$ cat src/rtl/cam_pkg.sv
// Shared types for the OV5640 DVP capture path: FSM states, DVP byte width
// and a saturating 16-bit increment used by the drop counter.
package cam_pkg;

    localparam int DVP_W = 8;

    typedef enum logic [2:0] {
        IDLE,
        WAIT_VS,
        SKIP,
        ARM,
        ACTIVE,
        PAD,
        DROP
    } cam_state_e;

    function automatic logic [15:0] sat_inc16(input logic [15:0] v);
        return (v == 16'hFFFF) ? v : v + 16'd1;
    endfunction

endpackage

$ cat src/rtl/dvp_sync_edge.sv
// Registers the raw DVP pins, then produces a second, aligned stage carrying
// href/data together with the vs_start and href-fall event pulses.
module dvp_sync_edge
    import cam_pkg::*;
#(
    parameter bit VSYNC_POL = 1'b1
) (
    input  logic             clk,
    input  logic             rstn,
    input  logic             vsync_in,
    input  logic             href_in,
    input  logic [DVP_W-1:0] data_in,
    output logic             href_o,
    output logic [DVP_W-1:0] data_o,
    output logic             vs_start_o,
    output logic             href_fall_o
);

    logic             vs1_q, vs1_d;
    logic             href1_q, href1_d;
    logic [DVP_W-1:0] data1_q, data1_d;
    logic             vs2_q, vs2_d;
    logic             href2_q, href2_d;
    logic [DVP_W-1:0] data2_q, data2_d;
    logic             vs_start_q, vs_start_d;
    logic             href_fall_q, href_fall_d;

    // vs1 holds "VSYNC is at its active level", so polarity vanishes here.
    always_comb begin
        vs1_d       = (vsync_in == VSYNC_POL);
        href1_d     = href_in;
        data1_d     = data_in;
        vs2_d       = vs1_q;
        href2_d     = href1_q;
        data2_d     = data1_q;
        vs_start_d  = vs1_q & ~vs2_q;
        href_fall_d = href2_q & ~href1_q;
    end

    always_ff @(posedge clk) begin
        if (!rstn) begin
            vs1_q       <= 1'b0;
            href1_q     <= 1'b0;
            data1_q     <= '0;
            vs2_q       <= 1'b0;
            href2_q     <= 1'b0;
            data2_q     <= '0;
            vs_start_q  <= 1'b0;
            href_fall_q <= 1'b0;
        end else begin
            vs1_q       <= vs1_d;
            href1_q     <= href1_d;
            data1_q     <= data1_d;
            vs2_q       <= vs2_d;
            href2_q     <= href2_d;
            data2_q     <= data2_d;
            vs_start_q  <= vs_start_d;
            href_fall_q <= href_fall_d;
        end
    end

    assign href_o      = href2_q;
    assign data_o      = data2_q;
    assign vs_start_o  = vs_start_q;
    assign href_fall_o = href_fall_q;

endmodule

$ cat src/rtl/ov5640_dvp_capture.sv
// OV5640 DVP capture: skips start-up frames, writes accepted frames byte-wise
// into the camera FIFO padded to whole words, and drops frames on FIFO pressure.
module ov5640_dvp_capture
    import cam_pkg::*;
#(
    parameter bit VSYNC_POL   = 1'b1,
    parameter int SKIP_FRAMES = 10,
    parameter int PACK_BYTES  = 4,
    parameter int CNT_W       = 12
) (
    input  logic             clk,
    input  logic             rstn,
    input  logic             capture_en,
    input  logic             cam_vsync,
    input  logic             cam_href,
    input  logic [DVP_W-1:0] cam_data,
    input  logic             fifo_full,
    input  logic             fifo_almost_full,
    output logic             fifo_wr_en,
    output logic [DVP_W-1:0] fifo_wr_data,
    output logic             frame_start,
    output logic             frame_done,
    output logic             frame_drop,
    output logic [CNT_W-1:0] last_lines,
    output logic [CNT_W-1:0] last_line_bytes,
    output logic [15:0]      drop_cnt
);

    localparam int AW = (PACK_BYTES > 1) ? $clog2(PACK_BYTES) : 1;

    logic             href_s, vs_start, href_fall;
    logic [DVP_W-1:0] data_s;

    dvp_sync_edge #(.VSYNC_POL(VSYNC_POL)) u_sync (
        .clk        (clk),
        .rstn       (rstn),
        .vsync_in   (cam_vsync),
        .href_in    (cam_href),
        .data_in    (cam_data),
        .href_o     (href_s),
        .data_o     (data_s),
        .vs_start_o (vs_start),
        .href_fall_o(href_fall)
    );

    cam_state_e       state_q, state_d;
    logic [15:0]      skip_cnt_q, skip_cnt_d;
    logic [CNT_W-1:0] line_cnt_q, line_cnt_d;
    logic [CNT_W-1:0] line_byte_cnt_q, line_byte_cnt_d;
    logic [CNT_W-1:0] line_len_q, line_len_d;
    logic [AW-1:0]    align_q, align_d;
    logic             ovf_q, ovf_d;
    logic             silent_q, silent_d;
    logic             wr_en_q, wr_en_d;
    logic [DVP_W-1:0] wr_data_q, wr_data_d;
    logic             frame_start_q, frame_start_d;
    logic             frame_done_q, frame_done_d;
    logic             frame_drop_q, frame_drop_d;
    logic [CNT_W-1:0] last_lines_q, last_lines_d;
    logic [CNT_W-1:0] last_line_bytes_q, last_line_bytes_d;
    logic [15:0]      drop_cnt_q, drop_cnt_d;
    logic             take;

    function automatic logic [CNT_W-1:0] sat_inc(input logic [CNT_W-1:0] v);
        return (v == '1) ? v : v + CNT_W'(1);
    endfunction

    function automatic logic [AW-1:0] align_inc(input logic [AW-1:0] v);
        return (v == AW'(PACK_BYTES - 1)) ? '0 : v + AW'(1);
    endfunction

    always_comb begin
        state_d           = state_q;
        skip_cnt_d        = skip_cnt_q;
        line_cnt_d        = line_cnt_q;
        line_byte_cnt_d   = line_byte_cnt_q;
        line_len_d        = line_len_q;
        align_d           = align_q;
        ovf_d             = ovf_q;
        silent_d          = silent_q;
        wr_en_d           = 1'b0;
        wr_data_d         = '0;
        frame_start_d     = 1'b0;
        frame_done_d      = 1'b0;
        frame_drop_d      = 1'b0;
        last_lines_d      = last_lines_q;
        last_line_bytes_d = last_line_bytes_q;
        drop_cnt_d        = drop_cnt_q;
        take              = 1'b0;

        case (state_q)
            IDLE: if (capture_en) state_d = WAIT_VS;
            WAIT_VS: begin
                if (vs_start) begin
                    skip_cnt_d = '0;
                    state_d    = (SKIP_FRAMES > 0) ? SKIP : ARM;
                end
            end
            SKIP: begin
                if (vs_start) begin
                    if (skip_cnt_q == 16'(SKIP_FRAMES - 1)) state_d = ARM;
                    else skip_cnt_d = skip_cnt_q + 16'd1;
                end
            end
            ARM: begin
                // Counters are already clear here; every path into ARM leaves them so.
                if (href_s) begin
                    if (fifo_almost_full || !capture_en) begin
                        silent_d = !capture_en;
                        state_d  = DROP;
                    end else begin
                        take    = 1'b1;
                        state_d = ACTIVE;
                    end
                end
            end
            ACTIVE: begin
                take = href_s;
                if (href_fall) begin
                    line_cnt_d      = sat_inc(line_cnt_q);
                    line_len_d      = line_byte_cnt_q;
                    line_byte_cnt_d = '0;
                end
                if (vs_start) state_d = PAD;
            end
            PAD: begin
                if (align_q != '0) begin
                    wr_en_d = 1'b1;
                    align_d = align_inc(align_q);
                end else begin
                    if (ovf_q) begin
                        frame_drop_d = 1'b1;
                        drop_cnt_d   = sat_inc16(drop_cnt_q);
                    end else begin
                        frame_done_d      = 1'b1;
                        last_lines_d      = line_cnt_q;
                        last_line_bytes_d = line_len_q;
                    end
                    line_cnt_d      = '0;
                    line_byte_cnt_d = '0;
                    line_len_d      = '0;
                    ovf_d           = 1'b0;
                    state_d         = capture_en ? ARM : IDLE;
                end
            end
            DROP: begin
                if (vs_start) begin
                    silent_d = 1'b0;
                    if (silent_q) begin
                        state_d = IDLE;
                    end else begin
                        frame_drop_d = 1'b1;
                        drop_cnt_d   = sat_inc16(drop_cnt_q);
                        state_d      = ARM;
                    end
                end
            end
            default: state_d = IDLE;
        endcase

        // A byte lost to fifo_full is never written or aligned; later bytes are ignored.
        if (take) begin
            line_byte_cnt_d = sat_inc(line_byte_cnt_q);
            if (!ovf_q) begin
                if (fifo_full) begin
                    ovf_d = 1'b1;
                end else begin
                    wr_en_d       = 1'b1;
                    wr_data_d     = data_s;
                    align_d       = align_inc(align_q);
                    frame_start_d = (state_q == ARM);
                end
            end
        end
    end

    always_ff @(posedge clk) begin
        if (!rstn) begin
            state_q           <= IDLE;
            skip_cnt_q        <= '0;
            line_cnt_q        <= '0;
            line_byte_cnt_q   <= '0;
            line_len_q        <= '0;
            align_q           <= '0;
            ovf_q             <= 1'b0;
            silent_q          <= 1'b0;
            wr_en_q           <= 1'b0;
            wr_data_q         <= '0;
            frame_start_q     <= 1'b0;
            frame_done_q      <= 1'b0;
            frame_drop_q      <= 1'b0;
            last_lines_q      <= '0;
            last_line_bytes_q <= '0;
            drop_cnt_q        <= '0;
        end else begin
            state_q           <= state_d;
            skip_cnt_q        <= skip_cnt_d;
            line_cnt_q        <= line_cnt_d;
            line_byte_cnt_q   <= line_byte_cnt_d;
            line_len_q        <= line_len_d;
            align_q           <= align_d;
            ovf_q             <= ovf_d;
            silent_q          <= silent_d;
            wr_en_q           <= wr_en_d;
            wr_data_q         <= wr_data_d;
            frame_start_q     <= frame_start_d;
            frame_done_q      <= frame_done_d;
            frame_drop_q      <= frame_drop_d;
            last_lines_q      <= last_lines_d;
            last_line_bytes_q <= last_line_bytes_d;
            drop_cnt_q        <= drop_cnt_d;
        end
    end

    assign fifo_wr_en      = wr_en_q;
    assign fifo_wr_data    = wr_data_q;
    assign frame_start     = frame_start_q;
    assign frame_done      = frame_done_q;
    assign frame_drop      = frame_drop_q;
    assign last_lines      = last_lines_q;
    assign last_line_bytes = last_line_bytes_q;
    assign drop_cnt        = drop_cnt_q;

endmodule

$ cat config.mk
export PLATFORM = sky130hd
export DESIGN_NAME = ov5640_dvp_capture
export DESIGN_NICKNAME = d
export VERILOG_FILES = /design/src/rtl/cam_pkg.sv /design/src/rtl/dvp_sync_edge.sv /design/src/rtl/ov5640_dvp_capture.sv
export SDC_FILE = /design/constraint.sdc
export NUM_CORES = 1
export LEC_CHECK = 0
export ABC_CLOCK_PERIOD_IN_PS = 5040
export CAP_MARGIN = 20
export CORE_UTILIZATION = 32
export CTS_BUF_LIST = sky130_fd_sc_hd__clkbuf_16
export DETAILED_ROUTE_END_ITERATION = 7
export PLACE_DENSITY = 0.49
export SLEW_MARGIN = 40
export SYNTH_ARGS = -nofsm -noshare
export SYNTH_HDL_FRONTEND = slang
export SYNTH_SLANG_ARGS = --single-unit
export TNS_END_PERCENT = 10
$ cat constraint.sdc
create_clock -name clk -period 5.04 [get_ports clk]
set_clock_uncertainty 0.15 [all_clocks]
set_input_delay 1.008 -clock clk [delete_from_list [all_inputs] [get_ports clk]]
set_output_delay 1.008 -clock clk [all_outputs]
set_load 0.02 [all_outputs]
# After elaboration in Yosys (flattened, before gate mapping)
# Index checks and enable logic that the tools add are counted.
# Widths: inputs -> output; s select.
op_classes:
  add_sub_neg: 5
  n_mul: 0
  div_mod_pow: 0
  order_cmp: 0
  eq_ne: 28
  shift: 0
  n_mux: 61
  bitwise_logic: 9
  reduce_logical: 19
op_table:
  columns: ["operator", "count"]
  rows:
  - ["$mux 16", 8]
  - ["$mux 12", 7]
  - ["$pmux 12 s2", 3]
  - ["$pmux 16 s2", 2]
  - ["$add 16x1->16 const B", 2]
  - ["$add 12x1->12 const B", 2]
  - ["$eq 12x12->1 const B", 2]
  - ["$mux 3", 8]
  - ["$pmux 3 s7", 1]
  - ["$mux 1", 20]
  - ["$mux 2", 9]
  - ["$ne 2x2->1 const B", 9]
  - ["$eq 16x16->1 const B", 1]
  - ["$eq 16x4->1 const B", 1]
  - ["$reduce_and 4->1", 4]
  - ["$ne 2x1->1 const B", 6]
  - ["$reduce_bool 2->1", 5]
  - ["$eq 3x3->1 const B", 3]
  - ["$reduce_and 8->1", 1]
  - ["$not 1->1", 7]
  - ["$eq 3x2->1 const B", 2]
  - ["$pmux 1 s2", 3]
  - ["$reduce_and 3->1", 2]
  - ["$reduce_and 5->1", 1]
  - ["other kinds (12)", 13]
totals:
  reg_bits: 133
  latchBits: 0
  ramBits: 0
  rom_bits: 0
  output_inout_bits: 52
  word_cells: 146
  memories: 0

# Depth between registers and ports, before layout
# Gate-level depths: netlist of run 1.
logic_depth:
  ltp_word: 7
  ltp_mapped: 8

# By module
# A second synthesis of run 1 with hierarchy kept.
unflattened:
  hier_cells: 644
  hier_area_um2: 5617.9
modules_own_cells:
  columns: ["module", "instances", "cells_per_inst", "area_each_um2", "seq_area_each_um2"]
  rows:
  - ["ov5640_dvp_capture", 1, 598, 5002.3, 2222.1]
  - ["dvp_sync_edge", 1, 46, 615.6, 440.4]

# Worst setup path after synthesis of run 1
# No wires, ideal clock.
synth_path:
  path_type: "input port to flip-flop"
  startpoint: "input capture_en"
  endpoint: "register line_byte_cnt_q[5]"
  setup_time_ns: 0.092
  arrival_ns: 2.077
  required_ns: 4.798
  slack_ns: 2.721
  path_stages: 6
  path_buffers: 1
  cell_sequence: "nor2b_1 a32o_1 a31oi_2 buf_2 a21oi_1 nor4_1"
synth_between:
  elab_chain_len: 7
  word_cells_on_any_way: 11
  cone_classes: "eq/ne (3); mux (4); reduce/logical (4)"
synth_rtl:
  columns: ["element", "line", "rtl"]
  rows:
  - ["start, declared", "ov5640_dvp_capture.sv:13", "input logic capture_en,"]
  - ["$logic_not 1->1 *", "ov5640_dvp_capture.sv:108", "if (fifo_almost_full || !capture_en) begin"]
  - ["$logic_or 1x1->1 *", "ov5640_dvp_capture.sv:108", null]
  - ["$mux 1 *", "ov5640_dvp_capture.sv:108", null]
  - ["$mux 1 *", "ov5640_dvp_capture.sv:107", "if (href_s) begin"]
  - ["$pmux 1 s2 *", "ov5640_dvp_capture.sv:91", "case (state_q)"]
  - ["$ne 3x2->1 (no line), or another cell as far along", null, null]
  - ["$reduce_and 4->1 (no line)", null, null]
  - ["end signal, assigned", "ov5640_dvp_capture.sv:199", "line_byte_cnt_q <= line_byte_cnt_d;"]
  - ["end, declared", "ov5640_dvp_capture.sv:49", "logic [CNT_W-1:0] line_byte_cnt_q, line_byte_cnt_d;"]
# Every way passes the cells marked *; elsewhere a longest branch is shown, timed or not.
# A chain may end at the register's enable or synchronous reset.

# Worst setup path in the final report of run 1
# Ends and elaborated chain as after synthesis.

==> results.md, run 1 <==
- Of the synthesized area, sequential elements account for 0.478.
- Detailed placement ended at an HPWL of 8510 um.
- The chip height is 134 um.
- The largest single stage delay on the critical path is 0.57 ns.
- Entering global routing, the biggest net connects 57 pins.
- Buffers inserted to repair hold after CTS numbered 0.
- The die boundary width is roughly 130 um.
- The highest metal layer with signal wires is met4.
- The post-synthesis area per instance is 8.79 um^2.
- The synthesized design contains 0 enable-type register cells.
- The portion of synthesized cell area occupied by the leading cell type is 0.478.
- The depth of the most critical reg-to-reg path is 5.
- In the routed design, unresolved DRC markers number 0.
- The maximum clock path buffer count is 2.
- The synthesized netlist contains 67 unique library cells.
- After detailed routing, the average wire length per cell comes to 13.6 um.
- The die outline area is 17900 um^2.
- The number of warnings printed during yosys synthesis is 0.
- The most frequently used cell type in the post-synthesis netlist is dfxtp_1.
- The number of max-slew violations in the final report is 0.
- The tree is rooted in a clkbuf_16.
- The count of nets left with antenna violations once routing finished came out at 0.
- The most used flip-flop cell after synthesis is dfxtp_1.
- For this configuration, the core starts out at a cell density of 0.332.
- The worst slack at placement is 1.84 ns.
- Of the total power, the share spent switching nets is 0.233.
- The analysis attributes to net switching a power of 576 uW.
- The number of global-route vias before repair is around 4.2k.
- In this run, placement finished with an instance count of 890.
- Leaving out filler cells and counting taps, the final layout contains 922.
- The slew at the pin with the worst max-slew slack is 0.727 ns.
- In the final routing, the length of wire on met1 measures 6380 um.
- The count of H-tree levels built during CTS is 4.
- The final hold violation count came to 0.
- In the detailed route, the total length drawn on met3 is between 600 and 700 um.
- The clock tree from TritonCTS is done.
- In the final timing run, aggregate negative setup slack is 0 ns.
- The worst path needs 2.82 ns of the cycle, external delays included.
- After clock tree synthesis, the setup repair step added 0 buffers.
- The first global-routing pass estimated 21100 um of wire.
- The via count of the routed design is 4567.
- The max-capacitance violation count is 0.
- The initialized floorplan defines 47 standard-cell rows.
- The largest total area in the synthesized netlist belongs to dfxtp_1.
- For this run, the detailed router's first-pass iteration total came to 5.
- The global placement routability congestion is 0.763.
- The final clock period utilization by the worst path is 0.560.
- The routed design has 12500 um of wire.
- The worst relative slew slack is 0.515.
- The total number of cells along the worst setup path is 6.
- The kind of critical path is in -> reg.
- Counting both buffers and inverters, the worst setup path holds a total of 1.
- The wire length on met2 is 5340 um.
- The total nets after synthesis is 656.
- The first routing iteration left 207 violations.
- Summed over all cells, the static leakage comes to 2.45 nW.
- In the post-route analysis, the smallest setup slack over all paths is 2.22 ns.
- Of all nets on the critical path, the largest fanout is 13.
- The slowest cell on the critical path is a31oi_2.
- The number of clock sinks is 133.
- At the later pin of the worst-skew pair, clock insertion delay measures ~0.42 ns.
- On the critical path the largest part of the delay comes from compound AO/OA/AOI/OAI gates.
- By count the netlist is led by dfxtp_1 (133), nand2_1 (87), a21oi_1 (54).
- The fmax is roughly 350 MHz.
- The gate count after technology mapping is 633.
- The sequential share of power is 0.449.
- After clock tree synthesis, the clock-pin slew on the worst setup and hold paths is roughly 0.060 ns.
- For the worst setup path, the data arrival time is 3.00 ns.
- In the post-synthesis netlist, the biggest area contributors are dfxtp_1 (48%), nand2_1 (5.9%), a21oi_1 (4.9%), nor2_1 (3.4%), and2_1 (3.3%).
- 0 antenna diodes ended up in the layout.
- The synthesized design contains 133 register bits.
- Traced cell by cell, the critical path runs through clkdlybuf4s50_1 > nor2b_1 > a32oi_1 > a31oi_2 > a21oi_1 > nor4_1.
- The number of endpoints failing setup at the final stage is 0.
- The number of buffers inserted during clock tree synthesis is 17.
- For this run, the post-layout net count is 712.
- Power comes to 2.47 mW.
- The share of total power dissipated in combinational logic is 0.052.
- The total standard cell area after synthesis is ~5600 um^2.
- The nature of the critical path endpoint is a flip-flop.
- Data on the critical path is required at its endpoint by 5.21 ns.
- The fraction of registers with async set/reset is 0.
- The count of buffers added on input and output ports is 66.
- The share of total power dissipated in the clock network is 0.498.
- The share of post-route cells with drive strength above 1 is 0.0826.
- The maximum vdd drop is between 200 and 250 uV.
- Setup repair after global routing left no endpoint under its margin.
- The number of placed I/O pins is 67.
- The number of antenna violations at the first check in global routing was 0.
- The slack of the worst reg-to-reg path is between 2 and 2.5 ns.
- The area growth from synthesis to layout is 25.2%.
- The worst hold path belongs to the class reg -> reg.
- The region available for standard cell placement spans 16800 um^2.
- The kind of launch point of the worst setup path is a primary input.
- For this run the aggregate overflow at the end of global routing stands at 0.
- The post-cts repair resize count is 0.
- Counting instances, the worst hold path has a depth of 1.
- For this design the ratio of total power to cell area is 354 nW/um^2.
- The run finished with clean final reports.
- Cell internal power was estimated by the tool at about 1.9 mW.
- After filler insertion, the fill cell instance count of the layout stands at 1675.
- For this run, the total global-route usage over all layers was measured as 0.148.
- Dividing the detail-routed via count by the number of cells gives about 5.0.
[placed cells by master (no fill, tap or decap), types with 3 or more instances in the layout]
| master | netlist | final |
|---|---|---|
| a22oi_1 | 12 | 12 |
| xor2_1 | 5 | 5 |
| a31oi_1 | 3 | 3 |
| o31ai_1 | 3 | 3 |
| nand4_1 | 16 | 16 |
| clkbuf_16 | 0 | 17 |
| and4_1 | 3 | 3 |
| clkinv_2 | 0 | 4 |
| o21ai_0 | 15 | 15 |
| nor3_1 | 18 | 18 |
| a21oi_1 | 54 | 54 |
| nand2_1 | 87 | 87 |
| inv_1 | 19 | 21 |
| and3_1 | 12 | 12 |
| buf_4 | 1 | 4 |
| nand3_1 | 20 | 20 |
| nand2b_1 | 8 | 7 |
| mux2i_1 | 6 | 6 |
| xnor2_1 | 15 | 15 |
| and2_1 | 29 | 29 |
| or3_1 | 5 | 5 |
| o21a_1 | 4 | 4 |
| clkdlybuf4s50_1 | 0 | 66 |
| or4_1 | 3 | 3 |
| nand3b_1 | 3 | 3 |
| clkinv_4 | 0 | 4 |
| a31o_2 | 3 | 3 |
| nor4_1 | 11 | 11 |
| nor3b_1 | 6 | 6 |
| dfxtp_1 | 133 | 133 |
| nor2b_1 | 4 | 4 |
| nor2_1 | 51 | 51 |
| ha_1 | 8 | 8 |
| a32o_1 | 3 | 3 |
| bufinv_16 | 0 | 3 |
| o31a_2 | 3 | 3 |
[stage by stage]
stage	utilization	hold slack [ns]	cell area [um^2]
2_1_floorplan	-	0.217	5570
3_3_place_gp	0.380	0.224	6380
3_5_place_dp	0.381	0.226	6380
4_1_cts	0.416	0.253	6970
5_1_grt	0.416	0.261	6970
6_report	0.416	0.255	6970
[layout make-up]
type / count / area [um^2] / area share
Clock buffer: 17 / 425 / 0.0610
Clock inverter: 15 / 165 / 0.0237
Inverter: 19 / 71.3 / 0.0102
Multi-Input combinational cell: 448 / 2680 / 0.384
Sequential cell: 133 / 2660 / 0.382
Tap cell: 220 / 275 / 0.0395
Timing Repair Buffer: 70 / 691 / 0.0991
[worst register-to-register path, cell delays in order (launching register included)]
cell and delay, ns:
dfxtp_1 0.79, mux2_2 0.34, nand2_1 0.34, o21bai_1 0.67, nor3b_1 0.12, a32o_1 0.23
[worst paths after layout]
path                     start                 end
setup / recovery    capture_en  line_byte_cnt_q[5]
hold / removal    u_sync.vs2_q   u_sync.vs_start_o
setup reg to reg    state_q[0]  line_byte_cnt_q[6]
hold reg to reg   u_sync.vs2_q   u_sync.vs_start_o
[power by group through the flow]
| stage | Clock, mW | Sequential [mW] | Combinational [mW] |
|---|---|---|---|
| global route | 1.31 | 1.11 | 0.147 |
| detailed placement | 0 | 1.13 | 0.129 |
| floorplan | 0 | 1.10 | 0.121 |
| global placement | 0 | 1.13 | 0.128 |
| CTS | 1.27 | 1.11 | 0.129 |
| finish | 1.23 | 1.11 | 0.129 |
[sequential cells by signal, indices dropped and copies added, names as in the netlist, 2 cells and up]
register / cells
u_sync.data1_q: 8
line_byte_cnt_q: 12
skip_cnt_q: 16
line_len_q: 12
last_line_bytes: 12
u_sync.data_o: 8
line_cnt_q: 12
state_q: 3
align_q: 2
last_lines: 12
drop_cnt: 16
fifo_wr_data: 8
[cell families (layout without fill, tap and decap cells)]
| family | Yosys count | after routing | synth area share |
|---|---|---|---|
| multiplexers | 8 | 8 | 0.0148 |
| adder cells (fa/ha/maj) | 8 | 8 | 0.0180 |
| buffers and inverters | 52 | 121 | 0.0407 |
| XOR/XNOR | 20 | 20 | 0.0315 |
| AND/OR/NAND/NOR | 291 | 291 | 0.276 |
| flip-flops | 133 | 133 | 0.478 |
| AO/OA/AOI/OAI | 121 | 121 | 0.141 |
[metal layers]
metal  vias up  track usage
li1       2351            -
met1      2090        0.203
met2       113        0.217
met3        13       0.0438
met4         0       0.0606
met5         -            0
Note: power is estimated with default switching activity, not from simulation.
==> run 2: changes to the inputs <==
--- a/config.mk
+++ b/config.mk
@@ -5,7 +5,7 @@
 export SDC_FILE = /design/constraint.sdc
 export NUM_CORES = 1
 export LEC_CHECK = 0
-export ABC_CLOCK_PERIOD_IN_PS = 5040
+export ABC_CLOCK_PERIOD_IN_PS = 2600
 export CAP_MARGIN = 20
 export CORE_UTILIZATION = 32
 export CTS_BUF_LIST = sky130_fd_sc_hd__clkbuf_16
==> constraint.sdc (replaced) <==
create_clock -name clk -period 2.6 [get_ports clk]
set_clock_uncertainty 0.15 [all_clocks]
set_input_delay 0.52 -clock clk [delete_from_list [all_inputs] [get_ports clk]]
set_output_delay 0.52 -clock clk [all_outputs]
set_load 0.02 [all_outputs]
==> run 2 against run 1 <==
  * Flip-flop and latch count did not move
  * Critical path depth grew 2
  * Largest cell class unchanged
  * Highest routed layer unchanged
  * Total power rose by 90%
  * Core utilization grew 0.54 points
  * Cell area rose by 1.3%
==> results.md, run 2 (synthesized netlist as in run 1, its figures left out) <==
- The count of H-tree levels built during CTS was 4 (unchanged).
- The number of max-slew violations in the final report is 0 (unchanged).
- The minimum period implied by the final worst setup slack is 2.31 ns.
- The setup path with the least slack is of type reg -> reg.
- The critical path capture point is drop_cnt[3].
- The kind of launch point of the worst setup path is a flip-flop.
- The via count of the routed design was 4728 (+3.5%).
- The number of clock sinks is 133 (unchanged).
- The number of endpoints failing setup at the final stage is 0 (unchanged).
- The slew at the pin with the worst max-slew slack is 0.642 ns (-0.0846 ns).
- The number of placed I/O pins is 67 (unchanged).
- The depth of the most critical reg-to-reg path came to 8 (+3).
- The area inside the core boundary is 16800 um^2 (unchanged).
- The max-capacitance violation count is 0 (unchanged).
- The worst setup path is captured at a flip-flop.
- Timing would allow up to 434 MHz.
- The worst register-to-register path ends at drop_cnt[3].
- The die outline area is 17900 um^2 (unchanged).
- The number of port buffers was 66 (unchanged).
- The library cells used most frequently in the layout, excluding fill and tap cells, are dfxtp_1 (133), nand2_1 (87), clkdlybuf4s50_1 (66), a21oi_1 (54), nor2_1 (51).
- The cell at the root of the clock tree is clkbuf_16.
- The worst relative slew slack was 0.571 (+0.0562).
- The number of design-rule violations left by the first detailed-router iteration came to 252 (+22%).
- The total negative slack for setup checks came to 0 ns (unchanged).
- The total detailed-routing wirelength is 12900 um (+3.6%).
- The power density over the cells is 666 nW/um^2 (+88%).
- The number of global-route vias before repair is 4370 (+3.7%).
- The maximum fanout encountered on the critical timing path was 13 (unchanged).
- The required time at the worst-slack endpoint is 2.79 ns (-2.42 ns).
- The global placement routability congestion is 0.812 (+6.3%).
- The clock transition at the registers of the reported paths came to 0.06 ns (about the same).
- The wire length of the first global-routing pass is 21800 um (+3.0%).
- The maximum vdd drop is 420 uV (+84%).
- The post-detailed-placement half-perimeter wirelength is 9030 um (+6.1%).
- The routed length per instance came to 13.8 um (+1.9%).
- Setup repair after global routing left no endpoint under its margin.
- The starting density of the core is 0.332 (unchanged).
- The slack of the worst reg-to-reg path is 0.29 ns (-2.01 ns).
- The launch instance of the worst register-to-register path is align_q[0].
- The cell area after layout is 7060 um^2 (+1.3%).
- The insertion delay of the later-clocked pin in the worst-skew pair is 0.41 ns (about the same).
- The number of antenna violations at the first check in global routing came to 0 (unchanged).
- The maximum clock path buffer count came to 2 (unchanged).
- The share of post-route cells with drive strength above 1 came to 0.103 (+0.0206).
- The post-cts repair resize count is 0 (unchanged).
- The final hold violation count is 0 (unchanged).
- The flow ran to the end, and the final reports show no timing, DRC or antenna violations.
- The count of nets left with antenna violations after detail routing is 0 (unchanged).
- TritonCTS built the clock tree.
- The die boundary width is 134 um (unchanged).
- The all-layer global routing usage is 0.152 (+0.00387).
- The number of diodes added for antenna fixing was 0 (unchanged).
- The kind of path behind the tightest hold check is reg -> reg.
- The final clock period utilization by the worst path is 0.887.
- The commonest non-fill, non-tap cell in the layout is dfxtp_1.
- The cell area after placement is 6500 um^2 (+1.8%).
- The number of iterations in the first detailed-routing pass is 5 (unchanged).
- The number of buffers inserted during clock tree synthesis is 17 (unchanged).
- The final global-route overflow total is 0 (unchanged).
- The startpoint of the worst setup timing path is align_q[0].
- The final routed DRC violation total is 0 (unchanged).
- The layout net count came to 728 (+2.2%).
- The chip height was 134 um (unchanged).
- The total leakage power is 2.50 nW (+2.0%).
- The hold buffer count at CTS was 0 (unchanged).
- The average via count per standard cell came to 5.05 (+1.9%).
- The area growth from synthesis to layout is 26.8%.
- The maximum number of pins on one net before global-route repair is 44 (-23%).
- The data arrival at the endpoint of the critical path came to 2.50 ns (-0.50 ns).
- The post-CTS setup buffer count is 0 (unchanged).
- The number of placement rows is 47 (unchanged).
run 2: worst min path at each step:
stage / to / start / slack [ns] / cells after the start
after floorplan: u_sync.vs_start_o / u_sync.vs2_q / 0.22 / 1
after global placement: u_sync.vs_start_o / u_sync.vs2_q / 0.23 / 1
after detailed placement: u_sync.vs_start_o / u_sync.vs2_q / 0.23 / 1
after CTS: u_sync.vs_start_o / u_sync.vs2_q / 0.23 / 1
after global routing: u_sync.vs_start_o / u_sync.vs2_q / 0.24 / 1
final: u_sync.vs_start_o / u_sync.vs2_q / 0.23 / 1
run 2: layout make-up:
| class | count | area, um^2 |
|---|---|---|
| clock buffer | 17 | 425 |
| clock inverter | 14 | 138 |
| fill | 1672 | 9700 |
| inverter | 19 | 71.3 |
| multi-input combinational | 448 | 2680 |
| sequential | 133 | 2660 |
| tap | 220 | 275 |
| timing repair buffer | 86 | 811 |
run 2: per-layer routing:
layer	GRT usage	vias to the layer above	routed length (um)
li1	-	2362	-
met1	0.204	2222	6280
met2	0.233	133	5800
met3	0.0423	11	739
met4	0.0562	0	127
met5	0	-	0
run 2: per-stage QoR:
| stage | hold WS, ns | util | total power [mW] | std cells | worst slack (ns) |
|---|---|---|---|---|---|
| 2_1_floorplan | 0.217 | - | 2.38 | 633 | 0.454 |
| 3_3_place_gp | 0.226 | 0.388 | 2.47 | 906 | 0.169 |
| 3_5_place_dp | 0.226 | 0.388 | 2.47 | 906 | 0.0851 |
| 4_1_cts | 0.234 | 0.421 | 4.77 | 937 | 0.265 |
| 5_1_grt | 0.241 | 0.421 | 4.91 | 937 | 0.0934 |
| 6_report | 0.230 | 0.421 | 4.70 | 937 | 0.293 |
run 2: report_power, final:
part | internal, mW | switching, mW | leakage (nW) | total [mW]
clock | 1.40 | 0.882 | 0.272 | 2.28
sequential | 2.07 | 0.0630 | 1.08 | 2.13
combinational | 0.124 | 0.169 | 1.15 | 0.293
run 2: worst max-delay path, cell delays in order (launching register included):
cell      delay (ns)
dfxtp_1         0.33
inv_1           0.09
ha_1            0.30
nand4b_4        0.17
o22ai_2         0.30
o21ai_2         0.10
buf_4           0.19
or3_2           0.45
a21oi_1         0.15
